[src/rtl/mdu_pkg.sv]
// rtl/mdu_pkg.sv - shared types and helpers for the multiply/divide unit
//
// Purpose: MDUOp encodings, FSM state type and the op-class helper used by
//          both the top level and the combinational datapath.
// Ports:   none (package).
package mdu_pkg;

   typedef enum logic [3:0] {
      MDU_NONE  = 4'd0,
      MDU_MULT  = 4'd1,
      MDU_MULTU = 4'd2,
      MDU_DIV   = 4'd3,
      MDU_DIVU  = 4'd4,
      MDU_MTHI  = 4'd5,
      MDU_MTLO  = 4'd6
   } mdu_op_e;

   typedef enum logic {
      S_IDLE = 1'b0,
      S_RUN  = 1'b1
   } mdu_state_e;

   localparam int CNT_W = 4;

   // True for the multi-cycle operations (mult/multu/div/divu).
   function automatic logic is_muldiv(input logic [3:0] op);
      return (op >= 4'd1) && (op <= 4'd4);
   endfunction

endpackage

[src/rtl/mdu_if.sv]
// rtl/mdu_if.sv - E-stage bundle between pipeline and multiply/divide unit
//
// Purpose: groups the operation request and the HI/LO/Busy results.
// Signals: MDUOp (4) op code, Start (1) E-stage strobe, A/B (32) operands,
//          Busy (1) operation in flight, HI/LO (32) architectural registers.
// Modports: master = pipeline side, slave = mdu side.
interface mdu_if;
   logic [3:0]  MDUOp;
   logic        Start;
   logic [31:0] A;
   logic [31:0] B;
   logic        Busy;
   logic [31:0] HI;
   logic [31:0] LO;

   modport master (output MDUOp, Start, A, B, input Busy, HI, LO);
   modport slave  (input MDUOp, Start, A, B, output Busy, HI, LO);
endinterface

[src/rtl/mdu_calc.sv]
// rtl/mdu_calc.sv - combinational multiply/divide datapath
//
// Purpose: produces the 64-bit {HI,LO} result for the latched operation.
// Ports:   op_i (op code), a_i/b_i (32) operands,
//          res_o (64) {HI,LO} result, div0_o (1) divide op with zero divisor.
module mdu_calc
   import mdu_pkg::*;
(
   input  mdu_op_e     op_i,
   input  logic [31:0] a_i,
   input  logic [31:0] b_i,
   output logic [63:0] res_o,
   output logic        div0_o
);

   logic        signed_op;
   logic        a_neg;
   logic        b_neg;
   logic        res_neg;
   logic [31:0] a_mag;
   logic [31:0] b_mag;
   logic [31:0] b_div;
   logic [63:0] prod;
   logic [31:0] quo;
   logic [31:0] rem;

   // Both signed and unsigned forms run on magnitudes; signs are reapplied
   // afterwards. |0x80000000| is still representable as an unsigned 32-bit
   // value, so div 0x80000000 / -1 yields 0x80000000 with remainder 0.
   assign signed_op = (op_i == MDU_MULT) || (op_i == MDU_DIV);
   assign a_neg     = signed_op && a_i[31];
   assign b_neg     = signed_op && b_i[31];
   assign res_neg   = a_neg ^ b_neg;
   assign a_mag     = a_neg ? (32'd0 - a_i) : a_i;
   assign b_mag     = b_neg ? (32'd0 - b_i) : b_i;

   assign div0_o    = ((op_i == MDU_DIV) || (op_i == MDU_DIVU)) && (b_i == 32'd0);
   // Keep the divider away from zero; the result is discarded in that case.
   assign b_div     = (b_mag == 32'd0) ? 32'd1 : b_mag;

   assign prod      = {32'd0, a_mag} * {32'd0, b_mag};
   assign quo       = a_mag / b_div;
   assign rem       = a_mag % b_div;

   always_comb begin
      res_o = 64'd0;
      case (op_i)
         MDU_MULT, MDU_MULTU: res_o = res_neg ? (64'd0 - prod) : prod;
         MDU_DIV, MDU_DIVU: begin
            res_o[31:0]  = res_neg ? (32'd0 - quo) : quo;
            res_o[63:32] = a_neg   ? (32'd0 - rem) : rem;
         end
         default: res_o = 64'd0;
      endcase
   end

endmodule

[src/rtl/mdu.sv]
// rtl/mdu.sv - E-stage multiply/divide unit with HI/LO registers
//
// Purpose: runs mult/multu/div/divu over a fixed latency and serves mthi/mtlo.
// Ports:   clk (pipeline clock), reset (async, active low),
//          bus (mdu_if.slave): MDUOp/Start/A/B in, Busy/HI/LO out.
module mdu
   import mdu_pkg::*;
#(
   parameter int MULT_CYCLES = 5,
   parameter int DIV_CYCLES  = 10
)(
   input  logic  clk,
   input  logic  reset,
   mdu_if.slave  bus
);

   mdu_state_e       state_q, state_d;
   logic [CNT_W-1:0] cnt_q, cnt_d;
   mdu_op_e          op_q, op_d;
   logic [31:0]      a_q, a_d;
   logic [31:0]      b_q, b_d;
   logic [31:0]      hi_q, hi_d;
   logic [31:0]      lo_q, lo_d;
   logic [63:0]      res;
   logic             div0;

   // Datapath sees only latched operands, so forwarding changes on A/B
   // during RUN cannot disturb the in-flight result.
   mdu_calc u_calc (
      .op_i   (op_q),
      .a_i    (a_q),
      .b_i    (b_q),
      .res_o  (res),
      .div0_o (div0)
   );

   always_ff @(posedge clk or negedge reset) begin
      if (!reset) begin
         state_q <= S_IDLE;
         cnt_q   <= '0;
         op_q    <= MDU_NONE;
         a_q     <= '0;
         b_q     <= '0;
         hi_q    <= '0;
         lo_q    <= '0;
      end else begin
         state_q <= state_d;
         cnt_q   <= cnt_d;
         op_q    <= op_d;
         a_q     <= a_d;
         b_q     <= b_d;
         hi_q    <= hi_d;
         lo_q    <= lo_d;
      end
   end

   always_comb begin
      state_d = state_q;
      cnt_d   = cnt_q;
      op_d    = op_q;
      a_d     = a_q;
      b_d     = b_q;
      hi_d    = hi_q;
      lo_d    = lo_q;
      case (state_q)
         S_IDLE: begin
            if (bus.Start && is_muldiv(bus.MDUOp)) begin
               state_d = S_RUN;
               op_d    = mdu_op_e'(bus.MDUOp);
               a_d     = bus.A;
               b_d     = bus.B;
               cnt_d   = ((bus.MDUOp == MDU_MULT) || (bus.MDUOp == MDU_MULTU))
                         ? CNT_W'(MULT_CYCLES) : CNT_W'(DIV_CYCLES);
            end else if (bus.MDUOp == MDU_MTHI) begin
               hi_d = bus.A;
            end else if (bus.MDUOp == MDU_MTLO) begin
               lo_d = bus.A;
            end
         end
         S_RUN: begin
            // Start, mthi and mtlo are deliberately ignored while running.
            cnt_d = cnt_q - CNT_W'(1);
            if (cnt_q == CNT_W'(1)) begin
               state_d = S_IDLE;
               cnt_d   = '0;
               if (!div0) begin
                  hi_d = res[63:32];
                  lo_d = res[31:0];
               end
            end
         end
         default: state_d = S_IDLE;
      endcase
   end

   assign bus.Busy = (state_q == S_RUN);
   assign bus.HI   = hi_q;
   assign bus.LO   = lo_q;

endmodule

[src/flat_wrapper.sv]
// flat-port wrapper written by rule: the top's interface ports become plain ports
module mdu_flat import mdu_pkg::*;
#(
   parameter int MULT_CYCLES = 5,
   parameter int DIV_CYCLES  = 10
)
  (clk, reset, bus_MDUOp, bus_Start, bus_A, bus_B, bus_Busy, bus_HI, bus_LO);
  mdu_if bus_i ();
  input  logic clk;
  input  logic reset;
  input wire logic [$bits(bus_i.MDUOp)-1:0] bus_MDUOp;
  input wire logic [$bits(bus_i.Start)-1:0] bus_Start;
  input wire logic [$bits(bus_i.A)-1:0] bus_A;
  input wire logic [$bits(bus_i.B)-1:0] bus_B;
  output wire logic [$bits(bus_i.Busy)-1:0] bus_Busy;
  output wire logic [$bits(bus_i.HI)-1:0] bus_HI;
  output wire logic [$bits(bus_i.LO)-1:0] bus_LO;
  assign bus_i.MDUOp = bus_MDUOp;
  assign bus_i.Start = bus_Start;
  assign bus_i.A = bus_A;
  assign bus_i.B = bus_B;
  assign bus_Busy = bus_i.Busy;
  assign bus_HI = bus_i.HI;
  assign bus_LO = bus_i.LO;
  mdu #(.MULT_CYCLES(MULT_CYCLES), .DIV_CYCLES(DIV_CYCLES)) u_core (.clk(clk), .reset(reset), .bus(bus_i));
endmodule
[config.mk]
export PLATFORM = sky130hd
export DESIGN_NAME = mdu_flat
export DESIGN_NICKNAME = d
export VERILOG_FILES = /design/src/rtl/mdu_pkg.sv /design/src/rtl/mdu_if.sv /design/src/rtl/mdu_calc.sv /design/src/rtl/mdu.sv /design/src/flat_wrapper.sv
export SDC_FILE = /design/constraint.sdc
export NUM_CORES = 2
export LEC_CHECK = 0
export CORE_MARGIN = 2
export CORE_UTILIZATION = 50
export DETAILED_ROUTE_END_ITERATION = 8
export GPL_TIMING_DRIVEN = 0
export PLACE_DENSITY = 0.69
export SLEW_MARGIN = 20
export SYNTH_ARGS = -nofsm -noshare
export SYNTH_HDL_FRONTEND = slang
export SYNTH_SLANG_ARGS = --single-unit
[constraint.sdc]
create_clock -name clk -period 80.1 [get_ports clk]
set_input_delay 12.015 -clock clk [delete_from_list [all_inputs] [get_ports clk]]
set_output_delay 12.015 -clock clk [all_outputs]
set_load 0.005 [all_outputs]
==> summary.md <==
| Metric | Value |
|---|---|
| Status | `complete, but fails checks` |
| Failing checks | `design-rule violations, negative setup slack` |
| Initial antenna violation count | `26` |
| CP required | `between 80 and 90 ns` |
| H-Tree Depth | `4` |
| Final ANT Viol Nets | `0` |
| Final net count | `12602` |
| Max stage delay on crit path | `approximately 0.89 ns` |
| Hold Crit Depth | `2` |
| FF-to-FF path depth | `392` |
| I/O Pins | `136` |
| First-pass iteration count of the detailed router | `9` |
| Avg WL per Cell | `approximately 33 um` |
| Top_reg_cell synth | `dfrtp_1` |
| IO buf count | `about 140` |
| Largest net degree at the start of global routing | `70` |
| Fillers | `roughly 14000` |
| Post-Route WL | `420200 um` |
| Via/cell ratio | `~6.8` |
| Final setup fails | `a little under 60` |
| Sequential share of the synthesized area | `~4.5%` |
| Ranking of synthesized cells by area | `fa_1 23%, ha_1 13%, nand2_1 7.3%, inv_1 5.8%, nor2_1 4.7%` |
| WP data arrival | `just over 80 ns` |
| Global-route met1 utilization | `approximately two thirds` |
| CTS tree | `yes` |
| Critical Path Sink Type | `register` |
| Worst slew margin | `roughly 4.7%` |
| Syn Nets | `11869` |
| Crit path top cell by count | `a21o_1` |
| Final WS setup | `-1.482 ns` |
| Clock Skews | `roughly 0.023 ns` |
| FFs w/ async S/R, synth | `between 90% and 100%` |
| 1st-iter DRT viols | `around 12000` |
| Final core occ | `just over 60%` |
| Period utilization | `101.8%` |
| Initial Utilization | `roughly half` |
| Max stage delay cell, worst path | `a211oi_1` |
| Hpwl dp | `331500 um` |
| Hold_sp | `u_core.bus.LO[26]` |
| # rows | `around 140` |
| Global-route wire length before repair | `a little under 600000 um` |
| Syn-to-layout area delta | `22.42%` |
| Crit path max fanout | `12` |
| Hold-fix buffers, CTS | `0` |
| Fin crit period | `81.58 ns` |
| CP Class | `register to register` |
| Final Hold Viols | `0` |
| Max-Cap Viols | `0` |
| Syn Inst Count | `between 10000 and 15000` |
| Worst slew pin tran | `~1.4 ns` |
| Die height | `between 300 and 400 um` |
| Grt peak-use layer | `met2` |
| Residual DRC count | `33` |
| Num CTS Buffers | `17` |
| Worst reg2reg setup slack | `-1.48 ns` |
| Worst flop-to-flop path endpoint | `u_core.bus.LO[26]` |
| Vias | `88024` |
| Number of synthesized flops with an enable pin | `0` |
| Vias in the first global route | `83087` |
| Clock-pin slew of the registers on the worst-case setup and hold paths | `roughly 0.060 ns` |
| YS warnings | `0` |
| Met3 Use GR | `a little over a fifth` |
| R2r startpoint | `u_core.b_q[24]` |
| Clock sink total | `137` |
| Met2 usage | `a little under three quarters` |
| Layout cells sized above 1 | `17.52%` |
| Die width | `~390 um` |
| Slew Limit Fails | `0` |
| Mapped Area | `between 0.07 and 0.08 mm^2` |
| Unique cell type count in the Yosys netlist | `116` |
| Yosys reg bits | `about 140` |
| Gp weighted congestion | `1.125` |
| Unrepaired setup endpoints after global routing | `yes` |
| Placeable Area | `approximately 0.15 mm^2` |
| Worst skew pair latency | `around 0.53 ns` |
| Worst hold path class | `register to register` |
| GRT Resource Usage Total | `52.12%` |
| CP Launch Type | `register` |
| CTS root buffer | `clkbuf_16` |
| Maximum clock path buffer count | `2` |
| Grt total ovfl | `0` |
| Hold Crit Endpoint | `u_core.bus.LO[26]` |
| Top-area cell type share of the netlist area | `about a quarter` |
| Peak Freq | `around 12 MHz` |
| Mean area per synthesized cell | `around 7.5 um^2` |
| Full die area | `0.1560 mm^2` |
| Dominant cell type by area after synthesis | `fa_1` |
-- metrics by stage --
stage / setup WS, ns / instance area (um^2) / setup TNS (ns) / instances / hold slack (ns)
finish: -1.482 / 93560 / -56.40 / 12928 / 0.4887
floorplan: 0.02389 / 76470 / 0 / 10128 / 0.4726
global placement: -43.22 / 80360 / -2647.42 / 12293 / 0.4698
CTS: -0.2365 / 89400 / -0.7558 / 12676 / 0.4909
global route: -2.315 / 93510 / -107.16 / 12906 / 0.5207
detailed placement: -42.08 / 81670 / -2582.16 / 12347 / 0.4709
-- synth_stat cells, drive strengths merged, types with 42 or more instances --
cell type / number
nor4: 68
o21ai: 417
a21o: 274
nand4: 101
a211oi: 63
a21boi: 42
nor3: 208
o31ai: 127
a31oi: 129
mux2: 91
o21a: 109
dfrtp: 137
nand2b: 90
or2: 49
fa: 897
nand2: 1481
o21bai: 59
and2: 67
a21oi: 570
a221oi: 56
and3: 79
nand3: 167
xnor2: 392
or3: 77
ha: 773
nor2: 961
o211ai: 75
xor2: 223
clkbuf: 342
nor2b: 76
inv: 1179
buf: 126
mux2i: 48
-- registers in the layout, summed over array words and instances (netlist names) --
signal / count
u_core.a_q: 32
u_core.b_q: 32
u_core.bus.Busy: 1
u_core.bus.HI: 32
u_core.bus.LO: 32
u_core.cnt_q: 4
u_core.op_q: 4
-- layout make-up --
class	count	area, um^2	share of cell area [%]
repair buffers	731	6407	6.848
flip-flops and latches	137	3428	3.664
inverters	1189	4528	4.840
well taps	2030	2540	2.715
plain buffers	452	3238	3.461
multi-input cells	8333	72800	77.81
clock inverters	14	135.1	0.1444
diodes	24	60.06	0.06419
clock buffers	18	429.2	0.4587
-- kinds of logic (layout without fill, tap and decap cells) --
logic type | after synthesis | in the layout | share of synthesized area, %
adders and majority gates | 1670 | 1670 | 36.15
and+or+nand+nor | 3548 | 3548 | 20.95
buffers and inverters | 1659 | 2404 | 8.405
AOI/OAI and AO/OA | 2360 | 2361 | 20.99
DFF | 137 | 137 | 4.486
xor gates and xnor gates | 615 | 615 | 7.048
muxes | 139 | 139 | 1.969
other | 0 | 24 | 0
-- critical path, delay by kind of cell (launching register included) --
kind            cells  cell delay [ns]
flops               1             0.36
xor+xnor            3             0.63
mux                 3             0.65
compound gates    161            34.96
fa+ha+maj          31             8.61
simple gates      125            24.79
buf+inv            69            11.12
-- worst max path at each step --
stage / startpoint / to / slack, ns / depth (start not counted)
after floorplan: u_core.b_q[0] / u_core.bus.LO[26] / 0.02 / 402
after global placement: u_core.b_q[0] / u_core.bus.LO[27] / -43.22 / 384
after detailed placement: u_core.b_q[0] / u_core.bus.LO[26] / -42.08 / 393
after CTS: u_core.b_q[0] / u_core.bus.LO[30] / -0.24 / 397
after global routing: u_core.b_q[0] / u_core.bus.HI[28] / -2.32 / 408
final: u_core.b_q[24] / u_core.bus.LO[26] / -1.48 / 392
-- layout by cell type, fill, tap and decap left out, types with 64 or more instances in the layout --
cell type and count:
ha_4 75, o211ai_1 74, clkdlybuf4s50_1 134, and3_1 65, mux2_2 89, o31ai_1 94
clkbuf_1 216, buf_6 64, or3_1 68, nand3_1 151, nor2b_1 69, nand4_1 101
o21a_1 96, fa_1 896, nor3_1 167, o21ai_0 314, buf_4 547, xnor2_1 347
ha_1 680, a21o_1 267, nand2b_1 85, nor2_1 903, a21oi_2 80, inv_1 1146
a31oi_1 106, xor2_1 199, nand2_1 1437, a21oi_1 464, dfrtp_1 137
-- repair_timing --
item / in CTS / in global routing
pin swaps: 252 / 341
gates resized for setup: 1028 / 499
buffers inserted: 310 / 230
cloned: 1 / 1
endpoints found under the setup margin: 64 / 64
-- routing by layer --
layer	vias up	part of all wire (%)
met4	22	9.8
met2	7220	38
met5	-	0.073
li1	36133	-
met3	2025	16
met1	42624	36
Power is left out: the tool's default activity adds up to more than one toggle a clock period on the data nets, which glitch-free logic cannot reach.
